[src/rtl/fixed_priority_arbiter_pkg.sv]
// Shared defaults and the lowest-set-bit helper for the fixed-priority arbiter.
// The reference model in the bench uses the same helper.
package fixed_priority_arbiter_pkg;

   localparam int DEF_NUM_REQ      = 4;
   localparam int DEF_STARVE_LIMIT = 16;
   localparam int MAX_REQ          = 32;

   // Isolates the lowest set bit; callers zero-extend narrower vectors.
   function automatic logic [MAX_REQ-1:0] lsb_onehot(input logic [MAX_REQ-1:0] vec);
      return vec & (~vec + MAX_REQ'(1));
   endfunction

endpackage

[src/rtl/fixed_priority_arbiter_onehot_to_bin.sv]
// One-hot (or zero) vector to binary index plus valid flag.
// An all-zero input yields index 0 with vld low.
module onehot_to_bin #(
   parameter  int WIDTH = 4,
   localparam int IDX_W = (WIDTH > 1) ? $clog2(WIDTH) : 1
) (
   input  logic [WIDTH-1:0] onehot,
   output logic [IDX_W-1:0] idx,
   output logic             vld
);

   // OR of the indices of set bits is exact for a one-hot input.
   always_comb begin
      idx = '0;
      for (int i = 0; i < WIDTH; i++) begin
         if (onehot[i]) begin
            idx = idx | IDX_W'(i);
         end
      end
   end

   assign vld = |onehot;

endmodule

[src/rtl/fixed_priority_arbiter.sv]
// Fixed-priority arbiter: combinational lowest-index grant, registered last grant,
// and optional starvation monitor enabled by FIXED_PRIORITY_ARBITER_STARVE_MON_EN.
module fixed_priority_arbiter
   import fixed_priority_arbiter_pkg::*;
#(
   parameter  int NUM_REQ      = DEF_NUM_REQ,
   parameter  int STARVE_LIMIT = DEF_STARVE_LIMIT,
   localparam int IDX_W        = (NUM_REQ > 1) ? $clog2(NUM_REQ) : 1
) (
   input  logic               clk_i,
   input  logic               rst_i,
   input  logic               allow_i,
   input  logic [NUM_REQ-1:0] req_i,
   output logic [NUM_REQ-1:0] gnt_o,
   output logic [IDX_W-1:0]   gnt_idx_o,
   output logic               gnt_vld_o,
   output logic [NUM_REQ-1:0] last_gnt_o,
   output logic [NUM_REQ-1:0] starve_o
);

   if (NUM_REQ < 1) begin : g_bad_num_req
      $error("fixed_priority_arbiter: NUM_REQ must be >= 1");
   end
   if (STARVE_LIMIT < 1) begin : g_bad_starve_limit
      $error("fixed_priority_arbiter: STARVE_LIMIT must be >= 1");
   end

   logic [NUM_REQ-1:0] last_gnt_q;

   // Two's-complement trick isolates the lowest set request; no state involved.
   assign gnt_o = allow_i ? (req_i & (~req_i + NUM_REQ'(1))) : '0;

   onehot_to_bin #(
      .WIDTH (NUM_REQ)
   ) u_onehot_to_bin (
      .onehot (gnt_o),
      .idx    (gnt_idx_o),
      .vld    (gnt_vld_o)
   );

   always_ff @(posedge clk_i) begin
      if (rst_i) begin
         last_gnt_q <= '0;
      end else begin
         last_gnt_q <= gnt_o;
      end
   end

   assign last_gnt_o = last_gnt_q;

`ifdef FIXED_PRIORITY_ARBITER_STARVE_MON_EN
   localparam int CNT_W = $clog2(STARVE_LIMIT + 1);
   localparam logic [CNT_W-1:0] CNT_MAX = CNT_W'(STARVE_LIMIT);

   logic [CNT_W-1:0] starve_cnt_q [NUM_REQ];

   // allow_i low leaves gnt_o clear, so it counts as an ungranted cycle.
   always_ff @(posedge clk_i) begin
      for (int i = 0; i < NUM_REQ; i++) begin
         if (rst_i) begin
            starve_cnt_q[i] <= '0;
         end else if (req_i[i] && !gnt_o[i]) begin
            if (starve_cnt_q[i] != CNT_MAX) begin
               starve_cnt_q[i] <= starve_cnt_q[i] + CNT_W'(1);
            end
         end else begin
            starve_cnt_q[i] <= '0;
         end
      end
   end

   always_comb begin
      starve_o = '0;
      for (int i = 0; i < NUM_REQ; i++) begin
         starve_o[i] = (starve_cnt_q[i] == CNT_MAX);
      end
   end
`else
   assign starve_o = '0;
`endif

endmodule

[config.mk]
export PLATFORM = sky130hd
export DESIGN_NAME = fixed_priority_arbiter
export DESIGN_NICKNAME = d
export VERILOG_FILES = /design/src/rtl/fixed_priority_arbiter_pkg.sv /design/src/rtl/fixed_priority_arbiter_onehot_to_bin.sv /design/src/rtl/fixed_priority_arbiter.sv
export SDC_FILE = /design/constraint.sdc
export NUM_CORES = 1
export LEC_CHECK = 0
export ABC_AREA = 0
export BUFFER_PORTS_ARGS = -buffer_cell sky130_fd_sc_hd__buf_2
export CORE_AREA = 2 2 39 41
export CTS_CLUSTER_DIAMETER = 100
export DETAILED_ROUTE_END_ITERATION = 8
export DIE_AREA = 0 0 41 43
export HOLD_SLACK_MARGIN = 0.06
export SYNTH_ARGS = -nofsm -noshare
export SYNTH_HDL_FRONTEND = slang
export SYNTH_SLANG_ARGS = --single-unit
[constraint.sdc]
create_clock -name clk_i -period 1.6 [get_ports clk_i]
set_input_delay 0.16 -clock clk_i [delete_from_list [all_inputs] [get_ports clk_i]]
set_output_delay 0.16 -clock clk_i [all_outputs]
set_load 0.005 [all_outputs]
* Word level (Yosys, flattened, before mapping)
Index checks and enable logic that the tools add are counted.
** Word-level totals
- Register bits after elaboration :: 4
- Input port bits :: 7
- Output and inout bits :: 15
- Memory bits (writable) :: 0
- Memory bits (read-only) :: 0
- Memories kept :: 0
- Latch bits :: 0
** Operators by class
- Add/sub/neg operators :: 1
- Div/mod/pow operators :: 0
- Multipliers :: 0
- Reduce and logical (&&, ||, !) cells :: 1
- Shift-type cells :: 0
- Bitwise gates (word level) :: 2
- Order comparisons :: 0
- Equal/unequal tests :: 0
- Muxes and demuxes :: 4
** Operator list (number)
- $add A4 B1 Y4 const B :: 1
- $and A4 B4 Y4 :: 1
- $mux W2 :: 2
- $mux W4 :: 1
- $not A4 Y4 :: 1
- $reduce_or A4 Y1 :: 1
- $mux W1 :: 1

* Logic depth before layout (Yosys ltp)
- Word-level depth :: 7
- Gate-level depth with buffers :: 2
- Depth with buffers taken out :: 2

* Modules after synthesis
A second synthesis with hierarchy kept.
** Unflattened totals
- Cell total of the unflattened synthesis :: 23
- Area, all modules :: 212.7 µm²
** Modules (own cells, without submodules)
- fixed_priority_arbiter :: cells an instance 20, times used 1, area an instance 192.7 µm²
- onehot_to_bin :: cells an instance 3, times used 1, area an instance 20.0 µm²

* Least setup slack after synthesis
OpenSTA, ideal clock, no wires.
- Kind :: input port to output port
- Start point :: input port req_i[1]
- End point :: output port gnt_idx_o[1]
- Buffers on the path :: 0
- Setup slack :: 0.744 ns
- Arrival :: 0.696 ns
- Stages :: 2
- Cells stage by stage :: or3b_4 -> nor2_1
** Between the ends
- Longest elaborated chain between the ends :: 6
** RTL lines
- start: declaration :: line fixed_priority_arbiter.sv:13 : input logic [NUM_REQ-1:0] req_i,
- $not A4 Y4 (*) :: line fixed_priority_arbiter.sv:31 : assign gnt_o = allow_i ? (req_i & (~req_i + NUM_REQ'(1))) : '0;
- $add A4 B1 Y4 (*) :: line fixed_priority_arbiter.sv:31
- $and A4 B4 Y4 (*) :: line fixed_priority_arbiter.sv:31
- $mux W4 (*) :: line fixed_priority_arbiter.sv:31
- $mux W2 :: line fixed_priority_arbiter_onehot_to_bin.sv:16 : if (onehot[i]) begin
- $mux W2 (*) :: line fixed_priority_arbiter_onehot_to_bin.sv:16
- end: declaration :: line fixed_priority_arbiter.sv:15 : output logic [IDX_W-1:0] gnt_idx_o,
Mark *: on every way between the ends. The rest lies on a longest branch, timed or not.

* Worst setup path in the final report
- Start point :: input port req_i[1]
- End point :: output port gnt_o[3]
** Between the ends
- Longest elaborated chain between the ends :: 4
** RTL lines
- $not A4 Y4 :: line fixed_priority_arbiter.sv:31
- $add A4 B1 Y4 :: line fixed_priority_arbiter.sv:31
- $and A4 B4 Y4 :: line fixed_priority_arbiter.sv:31
- $mux W4 :: line fixed_priority_arbiter.sv:31
- end: declaration :: line fixed_priority_arbiter.sv:14 : output logic [NUM_REQ-1:0] gnt_o,
Every way passes these cells.

==> out/metrics.cfg <==
[run_status]
outcome = complete, no violations

[route]
drt_first_pass_iters = 3
routed_wl_um = 509
ant_nets = 0
via_count = 215
viasPerCell = 3.525
wire_per_inst_um = 8.344
drt-initial-drc-count = 2
route.detailed.drc = 0

[cts]
cts_buffer_depth = 2
clkTransAtPathRegs_ns = 0.04
numCtsBuffers = 3
cts_sinks = 4
cts_tree = yes
ctsHoldBuffers = 0
ctsRootBufferMaster = clkbuf_4
cts_resized = 0
htreeDepth = 1
post-cts-setup-buffers = 0

[synth]
ys_warn_count = 0
syn_area_um2 = 221.5
synth_top_area_share_pct = 36.16
synth_seq_cells = 4
yosysSeqAreaShare_pct = 36.16
syn_inst = 26
syn-mean-instance-area_um2 = 8.518
synth_top_cell_by_area = dfxtp_1
synthTopCellsByArea = dfxtp_1 (36%), buf_4 (14%), nor2_1 (8.5%)
synth_cell_types = 15

[grt]
grt_pass1_vias = 195
track_usage_pct = 6.820
globalRoute.totalOverflow = 0
grt_pass1_wl_um = 731
grt_max_degree = 6
antenna_found_initial = 0

[floorplan]
fp.dieH_um = 43
die_x_um = 41
start_util_pct = 16.00
core_um2 = 1384
die-area_um2 = 1763
io-pin-count = 22
fp-row-count = 14

[place]
hpwl_um = 415.5
port-buffer-count = 17
place_area_um2 = 307.8
place_congestion = 0.6539
post-place-ws_ns = 0.5039

[cells_and_area]
largest_reg_flops = 4
design_area_um2 = 330.3
postLayoutCoreUtil_pct = 23.87
area_delta_synth_final_pct = 49.15
antenna_cells = 0
drive_gt1_share_pct = 55.56
nFillCells = 155
seqCellArea_um2 = 80.08
fin_nets = 54
multi_input_area_um2 = 118.9

[setup_path]
cp.arrival_ns = 0.93
cpMostUsedCell = buf_2
critical_path.endpoint_type = primary output
cp_top_family = simple AND/OR/NAND/NOR gates
worst_path_max_delay_cell = or3b_4
slowest_delay_ns = 0.42
crit_path_start_kind = primary input
worstSetupPathType = in -> out
worstPathCellList = buf_2, or3b_4, nor2_1, buf_2
path_buf_inv = 2
crit_required_ns = 1.44
crit_fanout = 4

[hold_path]
hp-class = in -> reg

[timing]
setup_viol = 0
grt_setup_unrepaired = false
period_needed_ns = 1.086
fin_ws_ns = 0.5138
clock.fmax_ghz = 0.9206
setup_tns_ns = 0
finalHoldViolCount = 0
fin_crit_sh_pct = 67.89
slew_viol_final = 0

[power]
ir_drop_mv = 0.1860
total_power_mw = 0.2647
leakage_nw = 0.1815
power.density_nw_per_um2 = 801.4

[run]
maxCapViolCount = 0

cell type report:
class                           instances  share of cell area (%)
Clock buffer                            3                   6.818
Inverter                                1                   1.136
Multi-Input combinational cell         20                   35.98
Sequential cell                         4                   24.24
Tap cell                               16                   6.061
Timing Repair Buffer                   17                   25.76
final timing paths:
path,start,to,slack [ns],depth (start not counted)
min,rst_i,last_gnt_o[0]$_SDFF_PP0_,0.15,2
max,req_i[1],gnt_o[3],0.51,4
cell families (layout without fill, tap and decap cells):
family	after synthesis	after routing	synth area share (%)
and+or+nand+nor	14	14	41.24
buffers and inverters	5	21	15.25
DFF	4	4	36.16
AOI/OAI and AO/OA	2	2	5.649
other	1	4	1.693
layer usage:
metal / track usage [%] / share of wire, % / vias to the layer above / wire (µm)
li1: - / - / 115 / -
met1: 6.731 / 40 / 84 / 204
met2: 8.125 / 44 / 14 / 226
met3: 3.141 / 13 / 2 / 68
met4: 10.00 / 1.8 / 0 / 9
met5: 0 / 0 / - / 0
power by group:
group | switching [mW] | leakage [nW] | total (mW) | internal (mW)
clock | 0.0375 | 0.0138 | 0.121 | 0.0836
sequential | 0.000406 | 0.0325 | 0.103 | 0.103
combinational | 0.0210 | 0.135 | 0.0405 | 0.0195
Yosys cell counts:
master,number
nor3_2,1
a21oi_1,1
nor2_1,5
nor3_1,1
nor2b_1,1
and2_2,1
conb_1,1
nor3b_2,1
or3b_4,1
a21boi_0,1
inv_1,1
dfxtp_1,4
and3_2,1
nand2b_1,2
buf_4,4
layout by cell type, fill, tap and decap left out:
cell	netlist	routed
nor2_1	5	5
nand2b_1	2	2
nor3_2	1	1
nor3_1	1	1
a21oi_1	1	1
or3b_4	1	1
dfxtp_1	4	4
conb_1	1	4
nor3b_2	1	1
and3_2	1	1
buf_2	0	17
nor2b_1	1	1
inv_1	1	1
clkbuf_4	0	3
a21boi_0	1	1
and2_2	1	1
stage by stage:
stage | instances | hold slack, ns
final | 61 | 0.1504
after global routing | 61 | 0.1523
after CTS | 61 | 0.1405
after detailed placement | 58 | 0.3933
after global placement | 58 | 0.3939
after floorplan | 29 | 0.2295
Power figures use the tool's default switching activity.
